**config.mk**
```make
export PLATFORM = sky130hd
export DESIGN_NAME = vball_sound_latch_flat
export DESIGN_NICKNAME = d
export VERILOG_FILES = /design/src/rtl/vball_sound_latch_if.sv /design/src/rtl/vball_sound_latch.sv /design/src/flat_wrapper.sv
export SDC_FILE = /design/constraint.sdc
export NUM_CORES = 1
export LEC_CHECK = 0
export BUFFER_PORTS_ARGS = -buffer_cell sky130_fd_sc_hd__buf_2
export CAP_MARGIN = 20
export CORE_MARGIN = 2
export CORE_UTILIZATION = 51
export CTS_CLUSTER_SIZE = 12
export DETAILED_ROUTE_END_ITERATION = 12
export PLACE_DENSITY = 0.85
export SYNTH_ARGS = -nofsm -noshare
export SYNTH_HDL_FRONTEND = slang
export SYNTH_SLANG_ARGS = --single-unit
```
**constraint.sdc**
```tcl
create_clock -name clk_sys -period 2.1 [get_ports clk_sys]
set_input_delay 0.42 -clock clk_sys [delete_from_list [all_inputs] [get_ports clk_sys]]
set_output_delay 0.42 -clock clk_sys [all_outputs]
set_load 0.005 [all_outputs]
```
**src/rtl/vball_sound_latch_if.sv**
```systemverilog
// Sound-latch bus between the main CPU (master) and the latch block (slave).
// The sound-CPU read side travels on the same bundle.
interface vball_sound_latch_if;
   logic       m_we;
   logic [7:0] m_din;
   logic       m_clr;
   logic [7:0] m_status;
   logic       s_rd;
   logic [7:0] s_dout;
   logic       s_irq;

   modport master (
      output m_we, m_din, m_clr, s_rd,
      input  m_status, s_dout, s_irq
   );

   modport slave (
      input  m_we, m_din, m_clr, s_rd,
      output m_status, s_dout, s_irq
   );
endinterface

```
**src/rtl/vball_sound_latch.sv**
```systemverilog
// Main-to-sound CPU command latch: small FIFO with sticky overrun/underrun flags
// and a level interrupt that is held off for a fixed time after each read.
module vball_sound_latch #(
   parameter int DEPTH   = 4,
   parameter int HOLDOFF = 8
) (
   input logic               clk_sys,
   input logic               reset,
   vball_sound_latch_if.slave bus
);

   localparam int AW = (DEPTH > 1) ? $clog2(DEPTH) : 1;
   localparam int CW = AW + 1;
   localparam int HW = (HOLDOFF > 1) ? $clog2(HOLDOFF) : 1;

   localparam logic [CW-1:0] DEPTH_C     = CW'(DEPTH);
   localparam logic [CW-1:0] CNT_ZERO_C  = {CW{1'b0}};
   localparam logic [CW-1:0] CNT_ONE_C   = CW'(1'b1);
   localparam logic [AW-1:0] PTR_ONE_C   = AW'(1'b1);
   localparam logic [HW-1:0] HOLD_LOAD_C = HW'(HOLDOFF - 1);
   localparam logic [HW-1:0] HOLD_ZERO_C = {HW{1'b0}};
   localparam logic [HW-1:0] HOLD_ONE_C  = HW'(1'b1);

   localparam logic [1:0] ST_IDLE   = 2'd0;
   localparam logic [1:0] ST_ASSERT = 2'd1;
   localparam logic [1:0] ST_HOLD   = 2'd2;

   logic [7:0]    mem_r [DEPTH];
   logic [AW-1:0] wr_ptr_r;
   logic [AW-1:0] rd_ptr_r;
   logic [CW-1:0] count_r;
   logic          ovr_r;
   logic          udr_r;
   logic [7:0]    dout_r;
   logic [1:0]    state_r;
   logic [HW-1:0] hcnt_r;
   logic          irq_r;

   logic          full_s;
   logic          empty_s;
   logic          push_s;
   logic          pop_s;
   logic          ovr_set_s;
   logic          udr_set_s;
   logic [CW-1:0] count_nxt_s;
   logic [1:0]    state_nxt_s;
   logic [HW-1:0] hcnt_nxt_s;
   logic          irq_nxt_s;

   // FIFO push/pop decisions; a read on a full FIFO frees the slot a same-cycle write uses.
   always_comb begin
      full_s    = (count_r == DEPTH_C);
      empty_s   = (count_r == CNT_ZERO_C);
      push_s    = bus.m_we && !bus.m_clr && (!full_s || bus.s_rd);
      pop_s     = bus.s_rd && !bus.m_clr && !empty_s;
      ovr_set_s = bus.m_we && !bus.m_clr && full_s && !bus.s_rd;
      udr_set_s = bus.s_rd && !bus.m_clr && empty_s;
      case ({push_s, pop_s})
         2'b10:   count_nxt_s = count_r + CNT_ONE_C;
         2'b01:   count_nxt_s = count_r - CNT_ONE_C;
         default: count_nxt_s = count_r;
      endcase
   end

   // Interrupt FSM next state and holdoff counter.
   always_comb begin
      state_nxt_s = state_r;
      hcnt_nxt_s  = hcnt_r;
      if (bus.m_clr) begin
         state_nxt_s = ST_IDLE;
         hcnt_nxt_s  = HOLD_ZERO_C;
      end else begin
         case (state_r)
            ST_IDLE: begin
               if (!empty_s) begin
                  state_nxt_s = ST_ASSERT;
               end else begin
                  state_nxt_s = ST_IDLE;
               end
            end
            ST_ASSERT: begin
               if (bus.s_rd) begin
                  state_nxt_s = ST_HOLD;
                  hcnt_nxt_s  = HOLD_LOAD_C;
               end else begin
                  state_nxt_s = ST_ASSERT;
               end
            end
            ST_HOLD: begin
               if (hcnt_r == HOLD_ZERO_C) begin
                  state_nxt_s = ST_IDLE;
               end else begin
                  hcnt_nxt_s = hcnt_r - HOLD_ONE_C;
               end
            end
            default: begin
               state_nxt_s = ST_IDLE;
               hcnt_nxt_s  = HOLD_ZERO_C;
            end
         endcase
      end
      irq_nxt_s = (state_nxt_s == ST_ASSERT);
   end

   // Latch storage; stale entries are harmless because the pointers define validity.
   always_ff @(posedge clk_sys) begin
      if (push_s) begin
         mem_r[wr_ptr_r] <= bus.m_din;
      end
   end

   // FIFO pointers, occupancy and sticky error flags.
   always_ff @(posedge clk_sys or posedge reset) begin
      if (reset) begin
         wr_ptr_r <= {AW{1'b0}};
         rd_ptr_r <= {AW{1'b0}};
         count_r  <= CNT_ZERO_C;
         ovr_r    <= 1'b0;
         udr_r    <= 1'b0;
      end else if (bus.m_clr) begin
         wr_ptr_r <= {AW{1'b0}};
         rd_ptr_r <= {AW{1'b0}};
         count_r  <= CNT_ZERO_C;
         ovr_r    <= 1'b0;
         udr_r    <= 1'b0;
      end else begin
         if (push_s) begin
            wr_ptr_r <= wr_ptr_r + PTR_ONE_C;
         end
         if (pop_s) begin
            rd_ptr_r <= rd_ptr_r + PTR_ONE_C;
         end
         count_r <= count_nxt_s;
         ovr_r   <= ovr_r | ovr_set_s;
         udr_r   <= udr_r | udr_set_s;
      end
   end

   // Sound-side data register: only a successful pop changes it; flush leaves it alone.
   always_ff @(posedge clk_sys or posedge reset) begin
      if (reset) begin
         dout_r <= 8'h00;
      end else if (pop_s) begin
         dout_r <= mem_r[rd_ptr_r];
      end
   end

   // Interrupt FSM state, holdoff counter and registered interrupt output.
   always_ff @(posedge clk_sys or posedge reset) begin
      if (reset) begin
         state_r <= ST_IDLE;
         hcnt_r  <= HOLD_ZERO_C;
         irq_r   <= 1'b0;
      end else begin
         state_r <= state_nxt_s;
         hcnt_r  <= hcnt_nxt_s;
         irq_r   <= irq_nxt_s;
      end
   end

   assign bus.m_status = {full_s, empty_s, ovr_r, udr_r, 4'(count_r)};
   assign bus.s_dout   = dout_r;
   assign bus.s_irq    = irq_r;

endmodule


```
**src/flat_wrapper.sv**
```systemverilog
// flat-port wrapper written by rule: the top's interface ports become plain ports
module vball_sound_latch_flat 
#(
   parameter int DEPTH   = 4,
   parameter int HOLDOFF = 8
)
  (clk_sys, reset, bus_m_we, bus_m_din, bus_m_clr, bus_s_rd, bus_m_status, bus_s_dout, bus_s_irq);
  vball_sound_latch_if bus_i ();
  input logic clk_sys;
  input logic reset;
  input wire logic [$bits(bus_i.m_we)-1:0] bus_m_we;
  input wire logic [$bits(bus_i.m_din)-1:0] bus_m_din;
  input wire logic [$bits(bus_i.m_clr)-1:0] bus_m_clr;
  input wire logic [$bits(bus_i.s_rd)-1:0] bus_s_rd;
  output wire logic [$bits(bus_i.m_status)-1:0] bus_m_status;
  output wire logic [$bits(bus_i.s_dout)-1:0] bus_s_dout;
  output wire logic [$bits(bus_i.s_irq)-1:0] bus_s_irq;
  assign bus_i.m_we = bus_m_we;
  assign bus_i.m_din = bus_m_din;
  assign bus_i.m_clr = bus_m_clr;
  assign bus_i.s_rd = bus_s_rd;
  assign bus_m_status = bus_i.m_status;
  assign bus_s_dout = bus_i.s_dout;
  assign bus_s_irq = bus_i.s_irq;
  vball_sound_latch #(.DEPTH(DEPTH), .HOLDOFF(HOLDOFF)) u_core (.clk_sys(clk_sys), .reset(reset), .bus(bus_i));
endmodule
```
---- Yosys cells after proc, flatten, opt, wreduce, memory -nomap -nowiden ----
Memory sizes are Yosys's and may differ from the RTL's. A register that Yosys moved wholly into a read port is not among the register bits.
Cells that the tools add are included.
cells by class
  bitwise operators ....................... 2
  add/sub/neg operators ................... 5
  reductions and logical operators ........ 19
  eq/ne operators ......................... 9
  multiplexer cells ....................... 19
operators with widths
  kind                                                 count
  2-to-1 mux 2 bit                                     7
  2-to-1 mux 3 bit                                     4
  one-hot mux 3 bit (3 select lines)                   1
  logical AND 1 bit                                    7
  equality test 2 x 1 -> 1 bit, second input constant  3
  logical NOT 3 bit                                    2
  != test 3 bit, second input constant                 2
  one-hot mux 2 bit (3 select lines)                   1
  one-hot mux 3 bit (2 select lines)                   1
  subtractor 3 x 1 -> 3 bit, second input constant     2
  2-to-1 mux 1 bit                                     5
  adder 2 x 1 -> 2 bit, second input constant          2
  equality test 2 bit, second input constant           2
  logical NOT 1 bit                                    4
  nonzero test 2 bit                                   2
  adder 3 x 1 -> 3 bit, second input constant          1
  equality test 3 bit, second input constant           1
  AND reduction 3 bit                                  1
  nonzero test 3 bit                                   1
  logical NOT 2 bit                                    1
  != test 2 bit, second input constant                 1
  OR 1 bit                                             2
  logical OR 1 bit                                     1
storage, ports and cells
  output and inout bits ................... 17
  logic and storage cells ................. 63
  memories kept ........................... 1
  memory bits (writable) .................. 32
  register bits ........................... 15
memory list
  name          words  width  rd ports  clocked after Yosys merged registers in  wr ports  line                     text
  u_core.mem_r  4      8      1         1                                        1         vball_sound_latch.sv:28  logic [7:0] mem_r [DEPTH];

---- Longest topological paths before layout ----
Gate-level depths: netlist (run 1).
  depth after elaboration ................. 7
  depth in mapped cells ................... 8
  gate-level depth less buffers ........... 8

---- Worst setup path after synthesis (run 1) ----
No wires, ideal clock.
  path kind ............................... register -> register
  start point ............................. reg u_core.count_r[2]
  end point ............................... reg u_core.count_r[2]
  path slack .............................. 0.038 ns
  stages on the path, launching flop included .. 9
  arrival ................................. 1.926 ns
  required time ........................... 1.964 ns
  path through ............................ dfrtp_1 -> or3_4 -> inv_2 -> nor4_1 -> fa_1 -> nor3b_1 -> a21oi_1 -> a32oi_1 -> a21oi_1
on the way
  elaborated cells on any way between the ends .. 14
  classes of those cells .................. add/sub: 2; eq/ne: 3; mux: 2; reduce/logical: 7
RTL lines
  item                                                                 line                      text
  start: declaration                                                   vball_sound_latch.sv:31   logic [CW-1:0] count_r;
  start signal: assignment                                             vball_sound_latch.sv:133  count_r <= count_nxt_s;
  logical NOT 3 bit *                                                  vball_sound_latch.sv:53   empty_s = (count_r == CNT_ZERO_C);
  named net u_core.empty_s                                             vball_sound_latch.sv:40   logic empty_s;
  logical NOT 1 bit *                                                  vball_sound_latch.sv:55   pop_s = bus.s_rd && !bus.m_clr && !empty_s;
  logical AND 1 bit *                                                  vball_sound_latch.sv:55
  equality test 2 x 1 -> 1 bit or equality test 2 bit (tied branches)  vball_sound_latch.sv:58   case ({push_s, pop_s})
  one-hot mux 3 bit (2 select lines)                                   vball_sound_latch.sv:58
  2-to-1 mux 3 bit                                                     vball_sound_latch.sv:120  end else if (bus.m_clr) begin
The timed path passes the listed nets; every way through them passes the cells marked *.
A chain may end at the register's enable or synchronous reset.

---- Final worst setup path (run 1) ----
  start point ............................. reg u_core.count_r[2]
  end point ............................... reg u_core.count_r[2]
on the way
  cells in the longest elaborated chain, start to end .. 7
  elaborated cells on any way between the ends .. 14
  classes of those cells .................. add/sub: 2; eq/ne: 3; mux: 2; reduce/logical: 7
ends and longest elaborated chain
  item                                                                 line                      text
  equality test 3 bit                                                  vball_sound_latch.sv:52   full_s = (count_r == DEPTH_C);
  logical NOT 1 bit                                                    vball_sound_latch.sv:54   push_s = bus.m_we && !bus.m_clr && (!full_s || bus.s_rd);
  logical OR 1 bit                                                     vball_sound_latch.sv:54
  logical AND 1 bit                                                    vball_sound_latch.sv:54
  equality test 2 x 1 -> 1 bit or equality test 2 bit (tied branches)  vball_sound_latch.sv:58
  one-hot mux 3 bit (2 select lines)                                   vball_sound_latch.sv:58
  2-to-1 mux 3 bit                                                     vball_sound_latch.sv:120
Several ways; a longest one is shown, not always the timed one.

==> results of run 1 <==
-- report_power, final --
part | switching, mW | internal [mW]
logic | 0.455 | 0.512
clock network | 0.368 | 0.368
registers | 0.0944 | 1.32
-- worst paths after layout --
path                                   startpoint              endpoint  slack [ns]  depth (start not counted)
worst max-delay path            u_core.count_r[2]     u_core.count_r[2]        0.17                          8
worst min-delay path                        reset  u_core.bus.s_dout[2]        0.12                          3
worst max register to register  u_core.count_r[2]     u_core.count_r[2]        0.17                          8
worst min register to register       u_core.ovr_r          u_core.ovr_r        0.51                          2
max in group asynchronous                   reset     u_core.count_r[2]        1.73                          3
min in group clk_sys                 bus_m_din[2]    u_core.mem_r[2][2]        0.31                          1
-- cell type report --
type	instances	area, um^2	area share, %
tap	54	67.56	2.387
timing repair buffer	39	222.7	7.869
sequential	55	1536	54.29
clock buffer	5	68.82	2.431
inverter	11	41.29	1.459
clock inverter	3	50.05	1.768
multi-input combinational	87	843.3	29.80
-- state kept, by name, summed over array words and instances (netlist names), 2 cells and up --
| signal | flops |
|---|---|
| u_core.bus.s_dout | 8 |
| u_core.hcnt_r | 3 |
| u_core.state_r | 2 |
| u_core.mem_r | 32 |
| u_core.count_r | 3 |
| u_core.wr_ptr_r | 2 |
| u_core.rd_ptr_r | 2 |
-- layer usage --
layer  share of wire [%]  vias to the layer above
met2                  51                       25
met1                  43                      688
met3                 3.7                        6
met5                   0                        -
li1                    -                      659
met4                 1.8                        0
-- logic make-up after synthesis --
kind of cell / synth area share, %
DFF: 62.33
and+or+nand+nor: 7.766
muxes: 13.20
buffers and inverters: 3.807
AOI/OAI and AO/OA: 5.432
adders and majority gates: 5.888
xor gates and xnor gates: 1.422
other: 0.1521
-- cells in the mapped netlist, types with 2 or more instances --
cell      count  area share, %
nor2_1        8            1.2
a31oi_1       2           0.51
dfrtp_1      23             23
and2_2        2           0.61
o21ai_0       4           0.81
ha_1         10            5.1
xnor2_1       2           0.71
mux2_2       12            5.5
nor2b_1       4            1.0
buf_4         5            1.5
xor2_1        2           0.71
inv_1        10            1.5
edfxtp_1     32             39
nor4_1        2           0.51
nand2_1       3           0.46
mux4_2        8            7.3
a32oi_1       2           0.71
and2_1        5            1.3
a21oi_1       4           0.81
clkbuf_1      3           0.46
nand2b_1      2           0.51
-- critical path: stages (launching register included) --
cell	delay (ns)
dfrtp_1	0.39
or3_4	0.41
inv_2	0.06
nor4_1	0.05
fa_2	0.39
nor3b_1	0.22
a21oi_1	0.06
a32oi_1	0.16
a21oi_1	0.08
-- timing repair --
action,in CTS,in global routing
gates resized for setup,0,2
buffers inserted,0,0
hold endpoints to repair,0,0
endpoints found under the setup margin,0,1
-- cell usage in the layout (no fill, tap or decap), types with 2 or more instances in the layout --
master,n
a32oi_1,2
nand2_1,3
nor2_1,8
a31oi_1,2
mux4_2,8
xor2_1,2
dfrtp_1,23
clkbuf_8,5
mux2_2,12
buf_2,28
nor2b_1,4
buf_4,11
o21ai_0,4
inv_1,10
nand2b_1,2
and2_1,5
and2_2,2
xnor2_1,2
ha_1,10
edfxtp_1,32
a21oi_1,4
-- per-stage QoR --
stage | hold WS, ns | instances | cell area, um^2 | utilization (%) | power (mW)
global placement | 0.4740 | 246 | 2703 | 57.60 | 2.365
CTS | 0.1248 | 254 | 2821 | 60.13 | 3.138
global route | 0.1509 | 254 | 2830 | 60.32 | 3.308
floorplan | 0.4219 | 162 | 2465 | - | 2.071
detailed placement | 0.4793 | 246 | 2703 | 57.60 | 2.397
finish | 0.1175 | 254 | 2830 | 60.32 | 3.115
==> summary.txt, run 1 <==
Status = completed
Drt pass-1 iters = 4
GR Overflow Total = 0
Filler cells = 345
Final Cycle Share = 92.08%
Largest net degree at the start of global routing = 24
Worst-path clk slew = 0.11 ns
Final hold vios = 0
Critical Path End Type = flip-flop
Final worst slack = 0.1663 ns
Critical path type = flip-flop to flip-flop
Detailed Route WL = 4.126 mm
DP Wirelength = 2.885 mm
Cell area after synthesis = 2465 um^2
HP Class = primary input to async pin
CP startpoint kind = flip-flop
Slew at the pin closest to its max-slew limit = 0.5031 ns
Worst EP required = 2.30 ns
Share of post-route cells with drive strength above 1 = 37.50%
Post-Synthesis Cells = 162
GR peak layer = met2
Setup WS pre-CTS = 0.1042 ns
Fin Clk Skew = 0.01423 ns
Number of global-route vias before repair = 1408
Routability cong. = 0.7455
Total of max-cap violations = 0
FMAX = 517.2 MHz
Min cycle time layout = 1.934 ns
Setup_tns = 0 ns
Die Width = 73.52 um
Port bufs = 28
Met3 global-route usage = 3.704%
Post-synth EDFFs = 32
RSZ-0062 raised after global routing = no
Max_slew headroom = 66.23%
Synth Warn # = 0
Worst-Skew Late Latency = 0.32 ns
Fin. max-slew vios = 0
Leak = 1.148 nW
Clock sinks = 55
Clock buffer depth = 2
Htree depth = 2
Global-route wire length before repair = 6.886 mm
Layout net count = 223
Ys flop type = edfxtp_1
Boundary Pins = 30
Arr. time, crit path = 2.14 ns
Sequential element share of the synthesized area = 62.34%
FP Rows = 25
Grt met1 use = 22.86%
Detailed-route via count = 1378
Initial antenna violation count = 0
Die area = 5405 um^2
Synthesized area per cell = 15.22 um^2
Pwr per Cell Area = 1101 nW/um^2
Residual DRC count = 0
Root Buffer = clkbuf_8
Vias/cell = 5.425
Synth async-reset ratio = 41.82%
CTS Buf Count = 5
Gr usage total = 17.43%
Antenna Violating Nets Remaining = 0
Crit path max fanout = 5
VDD IR-drop max = 475.5 uV
Area growth, synth to finish = 14.82%
Die Y = 73.52 um
Initial DRC Count = 133
Core box area = 4692 um^2
CTS tree = built
Initial Utilization = 52.53%
Antenna fix cells = 0
Yosys reg bits = 55
Post-synthesis net count = 186
# hold bufs at CTS = 0
Drt wl/cell = 16.24 um
GR Layer Usage met2 = 28.27%
Setup violations, final = 0
Synth unique cells = 38
No activity file was read; power rests on OpenSTA's default activity.
==> run 2, diff against run 1 <==
--- a/config.mk
+++ b/config.mk
@@ -5,13 +5,15 @@
 export SDC_FILE = /design/constraint.sdc
 export NUM_CORES = 1
 export LEC_CHECK = 0
+export ABC_AREA = 1
 export BUFFER_PORTS_ARGS = -buffer_cell sky130_fd_sc_hd__buf_2
 export CAP_MARGIN = 20
+export CORE_ASPECT_RATIO = 0.8
 export CORE_MARGIN = 2
-export CORE_UTILIZATION = 51
+export CORE_UTILIZATION = 45
 export CTS_CLUSTER_SIZE = 12
 export DETAILED_ROUTE_END_ITERATION = 12
-export PLACE_DENSITY = 0.85
+export PLACE_DENSITY = 0.78
 export SYNTH_ARGS = -nofsm -noshare
 export SYNTH_HDL_FRONTEND = slang
 export SYNTH_SLANG_ARGS = --single-unit
==> run 2 against run 1 <==
  * Final area about the same
  * Critical path depth increased by 3
  * Worst setup slack improved by 0.041 ns
  * Die area increased by 14%
  * Via count increased by 19%
  * Sequential power increased by 4%
  * Final cell count increased by 35%
  * Fmax increased by 2.2%
  * Global-route usage decreased by 1.3 points
  * Total power decreased by 1.3%
==> summary.txt, run 2 <==
Yosys reg bits = 55 (unchanged)
VDD IR-drop max = 531.3 uV (+12%)
Root Buffer = clkbuf_8
Register-to-Register Setup Slack = 0.21 ns (+0.04 ns)
Die Width = 87.19 um (+19%)
Vias/cell = 4.787 (-12%)
WHS = 0.1307 ns (+0.01316 ns)
Pwr Total = 3.073 mW (-1.3%)
Commonest non-fill, non-tap cell in the layout = nor2_1
Most flop-heavy register = u_core.mem_r
Max FFs per register = 32 (unchanged)
Final Non-Filler Cells = 342 (+35%)
Routability cong. = 0.8638 (+16%)
Count leader, synth = nor2_1
Area growth, synth to finish = 13.71%
RSZ-0062 raised after global routing = no
Detailed-route via count = 1637 (+19%)
Global-route wire length before repair = 7.665 mm (+11%)
Area share of the largest cell type after synthesis = 38.57% (-0.41 points)
Fin area = 2833 um^2 (about the same)
Port bufs = 28 (unchanged)
Layout net count = 300 (+35%)
Post-synth EDFFs = 32 (unchanged)
Leak = 1.253 nW (+9.1%)
Ys flop type = edfxtp_1
Clock buffer depth = 2 (unchanged)
Sequential element share of the synthesized area = 61.68% (-0.66 points)
Initial DRC Count = 89 (-33%)
Post-Place Cells = 334 (+36%)
Initial antenna violation count = 0 (unchanged)
Crit path max fanout = 5 (unchanged)
Antenna Violating Nets Remaining = 0 (unchanged)
Setup WS pre-CTS = 0.1306 ns (+0.02640 ns)
Die area = 6151 um^2 (+14%)
Fin. max-slew vios = 0 (unchanged)
Detailed Route WL = 4.471 mm (+8.4%)
Worst-path clk slew = 0.11 ns (about the same)
Antenna fix cells = 0 (unchanged)
Die Y = 70.55 um (-4.0%)
Residual DRC count = 0 (unchanged)
Synth Warn # = 0 (unchanged)
Gr usage total = 16.10% (-1.3 points)
Most frequent cells in the layout = 54 x nor2_1, 32 x edfxtp_1, 28 x buf_2
Post-Synthesis Cells = 242 (+49%)
Post-DP Area = 2700 um^2 (about the same)
Synthesized area per cell = 10.29 um^2 (-32%)
Htree depth = 2 (unchanged)
HP Class = primary input to async pin
Filler cells = 479 (+39%)
Pwr per Cell Area = 1085 nW/um^2 (-1.4%)
Post-cts sizing count = 0 (unchanged)
Final worst slack = 0.2076 ns (+0.04121 ns)
Drt pass-1 iters = 4 (unchanged)
# hold bufs at CTS = 0 (unchanged)
FP Rows = 24 (-4.0%)
CP startpoint kind = flip-flop
Cell taking the most area after synthesis = edfxtp_1
CTS Buf Count = 5 (unchanged)
Boundary Pins = 30 (unchanged)
FMAX = 528.4 MHz (+2.2%)
Status = completed
Worst-Skew Late Latency = 0.31 ns (about the same)
Drt wl/cell = 13.07 um (-20%)
Setup_tns = 0 ns (unchanged)
GR Overflow Total = 0 (unchanged)
Critical Path End Type = flip-flop
Worst EP required = 2.31 ns (about the same)
Share of post-route cells with drive strength above 1 = 20.58% (-17 points)
Cell area after synthesis = 2491 um^2 (+1.1%)
Min cycle time layout = 1.892 ns (-0.04121 ns)
Initial Utilization = 46.09% (-6.4 points)
Synth async-reset ratio = 41.82% (unchanged)
DP Wirelength = 3.144 mm (+9.0%)
Synth cell count leaders = 55 x nor2_1, 32 x edfxtp_1, 26 x inv_1, 26 x nand2_1
Synth unique cells = 28 (-26%)
Largest net degree at the start of global routing = 24 (unchanged)
Clock sinks = 55 (unchanged)
Final hold vios = 0 (unchanged)
Final Cycle Share = 90.12% (-2.0 points)
Fin Clk Skew = 0.01238 ns (-0.001852 ns)
Core box area = 5405 um^2 (+15%)
Total of max-cap violations = 0 (unchanged)
Critical path type = flip-flop to flip-flop
Arr. time, crit path = 2.10 ns (-0.04 ns)
# Post-CTS Setup Buffers = 0 (unchanged)
CTS tree = built
Final core occ = 52.41% (-7.9 points)
Number of global-route vias before repair = 1622 (+15%)
Post-synthesis net count = 266 (+43%)
Synth top area cells = edfxtp_1 39%, dfrtp_1 23%, nor2_1 8.3%
Setup violations, final = 0 (unchanged)
[run 2: worst paths after layout]
kind                                         from                  to  cells past startpoint
worst max-delay path            u_core.count_r[1]   u_core.count_r[2]                     11
worst min-delay path                        reset    u_core.hcnt_r[2]                      3
worst max register to register  u_core.count_r[1]   u_core.count_r[2]                     11
worst min register to register       u_core.udr_r        u_core.udr_r                      2
max in group asynchronous                   reset   u_core.count_r[1]                      3
min in group clk_sys                 bus_m_din[3]  u_core.mem_r[3][3]                      1
[run 2: power breakdown]
part | internal, mW | switching, mW | total (mW)
clock | 0.368 | 0.360 | 0.728
combinational | 0.370 | 0.516 | 0.886
sequential | 1.32 | 0.141 | 1.46
[run 2: worst max-delay path, cell delays in order (launching register included)]
cell	delay [ns]
dfrtp_2	0.45
nor2_2	0.16
nand2_2	0.11
nand4_1	0.15
inv_1	0.07
fa_1	0.41
xnor2_2	0.20
inv_1	0.05
nand2_1	0.06
nand2_1	0.05
nand2_1	0.05
nand2_1	0.04
[run 2: cell families (layout without fill, tap and decap cells)]
logic type,after synthesis,after routing,synth area share (%)
AO/OA/AOI/OAI,39,39,8.689
adder cells (fa/ha/maj),11,11,5.826
AND/OR/NAND/NOR,94,94,15.07
buffers and inverters,40,75,7.885
other,1,1,0.1505
XOR/XNOR,2,2,0.7033
flip-flops,55,55,61.68
[run 2: final cells by class]
class | instances | area (um^2) | share of cell area, %
sequential | 55 | 1538 | 54.28
multi-input combinational | 147 | 770.7 | 27.21
timing repair buffer | 38 | 215.2 | 7.597
inverter | 29 | 108.9 | 3.843
tap | 65 | 81.33 | 2.871
clock buffer | 5 | 68.82 | 2.429
clock inverter | 3 | 50.05 | 1.767
[run 2: layer usage]
layer,wire length (um),up-vias,track usage (%)
li1,-,856,-
met1,2080,750,21.61
met2,2177,27,26.72
met3,181,4,4.434
met4,31,0,3.077
met5,0,-,0
